==> src/rtl/rst_sequencer.sv <==
// rst_sequencer: timed active-low design reset with a debounced manual-reset
// pushbutton and a clock-enable strobe for slow logic on the single clock.
//
// Ports:
//   clk     in   design clock
//   reset   in   synchronous active-high reset, overrides everything
//   btn_i   in   raw pushbutton (asynchronous, bouncy)
//   resetn  out  timed active-low reset, registered
//   ce_o    out  one-cycle enable every DIV cycles while resetn=1, registered
module rst_sequencer #(
  parameter int HOLD_CYCLES     = 16,
  parameter int DEBOUNCE_CYCLES = 1000,
  parameter int DIV             = 4,
  parameter int BTN_ACTIVE_LOW  = 1
) (
  input  logic clk,
  input  logic reset,
  input  logic btn_i,
  output logic resetn,
  output logic ce_o
);

  localparam int HW = (HOLD_CYCLES     > 1) ? $clog2(HOLD_CYCLES)     : 1;
  localparam int DW = (DEBOUNCE_CYCLES > 1) ? $clog2(DEBOUNCE_CYCLES) : 1;
  localparam int VW = (DIV             > 1) ? $clog2(DIV)             : 1;

  localparam logic [HW-1:0] HOLD_MAX = HW'(HOLD_CYCLES - 1);
  localparam logic [DW-1:0] DB_MAX   = DW'(DEBOUNCE_CYCLES - 1);
  localparam logic [VW-1:0] DIV_MAX  = VW'(DIV - 1);

  // Raw button level that means "not pressed".
  localparam logic NOT_PRESSED = (BTN_ACTIVE_LOW != 0) ? 1'b1 : 1'b0;

  localparam logic [1:0] S_HOLD         = 2'd0;
  localparam logic [1:0] S_RUN          = 2'd1;
  localparam logic [1:0] S_WAIT_RELEASE = 2'd2;

  logic [1:0]    r_state;
  logic          r_sync1;
  logic          r_sync2;
  logic          r_db;
  logic [DW-1:0] r_db_cnt;
  logic [HW-1:0] r_hold_cnt;
  logic [VW-1:0] r_div_cnt;

  logic          w_pressed;
  logic          w_db_next;
  logic [DW-1:0] w_db_cnt_next;

  assign w_pressed = (r_sync2 != NOT_PRESSED);

  always_comb begin
    w_db_next     = r_db;
    w_db_cnt_next = '0;
    if (w_pressed != r_db) begin
      if (r_db_cnt == DB_MAX) begin
        w_db_next = ~r_db;
      end else begin
        w_db_cnt_next = r_db_cnt + 1'b1;
      end
    end
  end

  // The FSM acts on the debounced value being written this edge, so resetn
  // follows the debounced state on the same edge (2 + DEBOUNCE_CYCLES latency).
  always_ff @(posedge clk) begin
    if (reset) begin
      r_state    <= S_HOLD;
      r_sync1    <= NOT_PRESSED;
      r_sync2    <= NOT_PRESSED;
      r_db       <= 1'b0;
      r_db_cnt   <= '0;
      r_hold_cnt <= '0;
      r_div_cnt  <= '0;
      resetn     <= 1'b0;
      ce_o       <= 1'b0;
    end else begin
      r_sync1  <= btn_i;
      r_sync2  <= r_sync1;
      r_db     <= w_db_next;
      r_db_cnt <= w_db_cnt_next;

      case (r_state)
        S_HOLD: begin
          resetn    <= 1'b0;
          ce_o      <= 1'b0;
          r_div_cnt <= '0;
          if (w_db_next) begin
            r_state    <= S_WAIT_RELEASE;
            r_hold_cnt <= '0;
          end else if (r_hold_cnt == HOLD_MAX) begin
            r_state    <= S_RUN;
            r_hold_cnt <= '0;
            resetn     <= 1'b1;
          end else begin
            r_hold_cnt <= r_hold_cnt + 1'b1;
          end
        end

        S_RUN: begin
          if (w_db_next) begin
            r_state   <= S_WAIT_RELEASE;
            resetn    <= 1'b0;
            ce_o      <= 1'b0;
            r_div_cnt <= '0;
          end else begin
            resetn <= 1'b1;
            if (r_div_cnt == DIV_MAX) begin
              r_div_cnt <= '0;
              ce_o      <= 1'b1;
            end else begin
              r_div_cnt <= r_div_cnt + 1'b1;
              ce_o      <= 1'b0;
            end
          end
        end

        S_WAIT_RELEASE: begin
          resetn    <= 1'b0;
          ce_o      <= 1'b0;
          r_div_cnt <= '0;
          if (!w_db_next) begin
            r_state    <= S_HOLD;
            r_hold_cnt <= '0;
          end
        end

        default: begin
          r_state    <= S_HOLD;
          r_hold_cnt <= '0;
          r_div_cnt  <= '0;
          resetn     <= 1'b0;
          ce_o       <= 1'b0;
        end
      endcase
    end
  end

endmodule

==> config.mk <==
export PLATFORM = sky130hd
export DESIGN_NAME = rst_sequencer
export DESIGN_NICKNAME = d
export VERILOG_FILES = /design/src/rtl/rst_sequencer.sv
export SDC_FILE = /design/constraint.sdc
export NUM_CORES = 1
export LEC_CHECK = 0
export CORE_MARGIN = 5
export CORE_UTILIZATION = 40
export CTS_BUF_LIST = sky130_fd_sc_hd__clkbuf_4
export DETAILED_ROUTE_END_ITERATION = 8
export PLACE_DENSITY_LB_ADDON = 0.2
export SLEW_MARGIN = 25
export SYNTH_ARGS = -nofsm -noshare
export SYNTH_HDL_FRONTEND = slang
export SYNTH_SLANG_ARGS = --single-unit
==> constraint.sdc <==
create_clock -name clk -period 3.48 [get_ports clk]
set_clock_uncertainty 0.05 [all_clocks]
set_input_delay 0.696 -clock clk [delete_from_list [all_inputs] [get_ports clk]]
set_output_delay 0.696 -clock clk [all_outputs]
set_load 0.03 [all_outputs]
==> parameters.txt <==
Parameter                              Value

Logic synthesis
  Register bit count reported by yosys ... 23
  Synthesized-area fraction occupied by xor and xnor cells ... 0.0755
  Post-Syn Instances ... around 110
  Dominant combinational cell family by area after synthesis ... simple AND/OR/NAND/NOR gates
  Post-Synthesis Net Count ... 115
  Main synth FF type ... dfxtp_1
  Share of cell area taken by muxes after synthesis ... 0.00959
  Cell area after synthesis ... between 1000 and 1500 µm²
  Warning count from the yosys run ... 0
  Compound-gate portion of the synthesized area ... 0.128
  Synthesized-area fraction occupied by and/or/nand/nor cells ... 0.276
  Async set-reset flop share out of synthesis ... 0
  Post-synthesis share of cell area spent on full adders, half adders and majority gates ... 0.0360
  Part of the Yosys area used for sequential elements ... 0.441
  Number of enable flip-flop cells after synthesis ... 0
  Unique masters post-synth ... 38
  Syn avg cell area ... 9.57 µm²

Floorplan
  Initial cell density of the core ... 0.421
  Site Rows ... 18
  Die Span Y ... roughly 61 µm
  Die width ... between 60 and 70 µm
  Area enclosed by the die boundary ... 3730 µm²
  Count of pins on the block boundary ... 5
  Core footprint ... approximately 2500 µm²

Clocking
  Cts hold-fix bufs ... 0
  Number of gates resized after cts ... 0
  Register clock-pin slew on the reported worst setup and hold paths ... approximately 0.12 ns
  Num Clock Sinks ... 23
  Library cell used as clock root buffer ... clkbuf_4
  CTS tree ... built
  Count of buffers added by post-CTS timing repair for setup ... 0
  Number of buffers added by the clock tree synthesis step ... 3
  H-tree Lvls ... 1
  Worst-Skew Late Latency ... approximately 0.31 ns
  Maximum buffer depth of the clock tree ... 2

Critical path
  Setup slack of the worst register-to-register path ... 1.43 ns
  Cell Chain, Critical Path ... ha_1 > nand4b_2 > or3_1 > a211oi_4 > and4b_1
  Required time at the endpoint of the critical path ... about 3.7 ns
  Crit path capture type ... flip-flop
  Arrival time worst endpoint ... ~2.3 ns
  Worst reg2reg path depth ... 5
  Category of the most critical setup path ... reg2reg
  Critical path fanouts, max ... 6
  Nature of the critical path startpoint ... flip-flop
  Critical R2R Capture ... r_div_cnt[1]
  Cell with the biggest individual delay on the critical path ... or3_1
  Beginning of the critical path ... r_db_cnt[0]
  Crit-path max cell delay ... approximately 0.52 ns
  Startpoint of the worst register-to-register path ... r_db_cnt[0]

Min path
  Hold Path Cell Cnt ... 1
  Class of the most critical hold timing path ... reg2reg
  Startpoint of the worst hold path ... r_sync1
  End of the worst hold path ... r_sync2

Finish
  Post-layout util ... 0.455
  Layout fillers ... between 200 and 300
  Register Area ... between 400 and 500 µm²
  Layout overhead on the synthesized area ... 8.03%
  Count of antenna diodes in the layout ... 0
  Area taken by multi-input logic gates ... 548 µm²
  Final Net Count ... 120
  Fraction of final layout cells with drive strength greater than 1 ... 0.0973

STA
  Setup Total Neg Slack ... 0 ns
  Final setup violation count ... 0
  Count of pins over their slew limit ... 0
  Tcrit/Tclk final ... 0.589
  Slew @ Worst Pin ... about 0.51 ns
  Unrepaired setup endpoints after global routing ... no
  Fin. Hold Viols ... 0
  Clock period minus worst slack ... a little over 2 ns
  Peak clock frequency supported by timing ... 0.488 GHz
  Worst relative slew slack ... 0.659

Route
  Via density per instance ... approximately 5.6
  Post-DR wirelength/cell ... around 13 µm
  Routed WL ... approximately 1800 µm
  DRC errors left ... 0
  First DRT Iteration DRCs ... 12
  Vias post-DR ... 804
  First-pass iteration count of the detailed router ... 4
  Antenna violation net count after detailed routing ... 0

Placement
  Detail Placement HPWL ... around 1300 µm
  Weighted congestion reported at the end of routability-driven placement ... ~0.74
  Count of buffers inserted at the top-level ports ... 4

GRT
  Global-route wire length before repair ... about 3500 µm
  Initial antenna violation count ... 0
  Vias in the first global route ... between 700 and 800
  Pin count of the biggest net entering global routing ... 16
  Aggregate global-route resource usage ... 0.121
  Remaining Overflow, GRT ... 0

Outcome
  Run status ... finished clean

Power
  Total power of the final layout ... approximately 0.42 mW
  Leakage power summed over all cells ... about 0.4 nW
  Worst VDD drop ... roughly 0.00022 V
  Power per standard cell area ... roughly 370 nW/µm²

Flow run
  Number of violations of the max-capacitance limit ... 0
area by class of cell:
class / count / area share
Tap cell: 30 / 0.0333
Sequential cell: 23 / 0.408
Multi-Input combinational cell: 79 / 0.486
Timing Repair Buffer: 4 / 0.0355
Clock buffer: 4 / 0.0266
Inverter: 3 / 0.00999
synthesized netlist by cell type, types with 3 or more instances:
master     n  area share
a211oi_1   3       0.022
and3_1     4       0.024
dfxtp_1   23        0.44
ha_1       3       0.036
inv_1      3       0.011
nand2_1    4       0.014
nand3_1    5       0.024
nor2_1    16       0.058
nor3_1     3       0.014
nor4_1     3       0.018
xnor2_1    5       0.042
xor2_1     4       0.034
state kept, by name, indices dropped and copies added, names as in the netlist:
name,count
r_db_cnt,10
r_sync2,1
r_div_cnt,2
r_state,2
r_hold_cnt,4
ce_o,1
r_db,1
r_sync1,1
resetn,1
per-stage QoR:
stage	hold WS, ns	std cells	setup slack [ns]	cell area [µm²]
2_1_floorplan	0.339	109	1.68	1040
6_report	0.376	143	1.43	1130
4_1_cts	0.379	143	1.42	1130
5_1_grt	0.398	143	1.32	1130
3_5_place_dp	0.348	139	1.30	1100
3_3_place_gp	0.344	139	1.35	1100
placed cells by master, fill, tap and decap left out, types with 3 or more instances in the layout:
master           synthesis  layout
xnor2_1                  5       5
xor2_1                   4       4
nor2_1                  16      16
nand2_1                  4       4
clkbuf_4                 0       4
nor4_1                   3       3
a211oi_1                 3       3
ha_1                     3       3
clkdlybuf4s50_1          0       4
nor3_1                   3       3
and3_1                   4       4
inv_1                    3       3
nand3_1                  5       5
dfxtp_1                 23      23
how the worst max path moves through the flow:
stage                          endpoint
after floorplan            r_div_cnt[1]
after global placement    r_hold_cnt[2]
after detailed placement    r_db_cnt[6]
after CTS                        resetn
after global routing       r_div_cnt[1]
final                      r_div_cnt[1]
cell families (layout without fill, tap and decap cells):
kind of cell,count (synthesis),in the layout
AO/OA/AOI/OAI,16,16
adder cells (fa/ha/maj),3,3
XOR/XNOR,9,9
multiplexers,1,1
buffers and inverters,7,11
flip-flops,23,23
AND/OR/NAND/NOR,50,50
worst max-delay path: cells and delay by family, from the launching register on:
kind | cells | cell delay, ns
AOI/OAI and AO/OA | 1 | 0.40
adders and majority gates | 1 | 0.25
and+or+nand+nor | 3 | 0.92
DFF | 1 | 0.38
where the power goes:
group | internal (mW) | switching [mW] | total, mW
clock network | 0.0525 | 0.0771 | 0.130
registers | 0.268 | 0.00487 | 0.273
logic | 0.00922 | 0.00828 | 0.0175
per-layer routing:
layer	track usage	part of all wire	vias up
li1	-	-	406
met1	0.166	0.54	389
met2	0.186	0.42	6
met3	0.0252	0.021	3
met4	0.0464	0.014	0
met5	0	0	-
No activity file was read; power rests on OpenSTA's default activity.
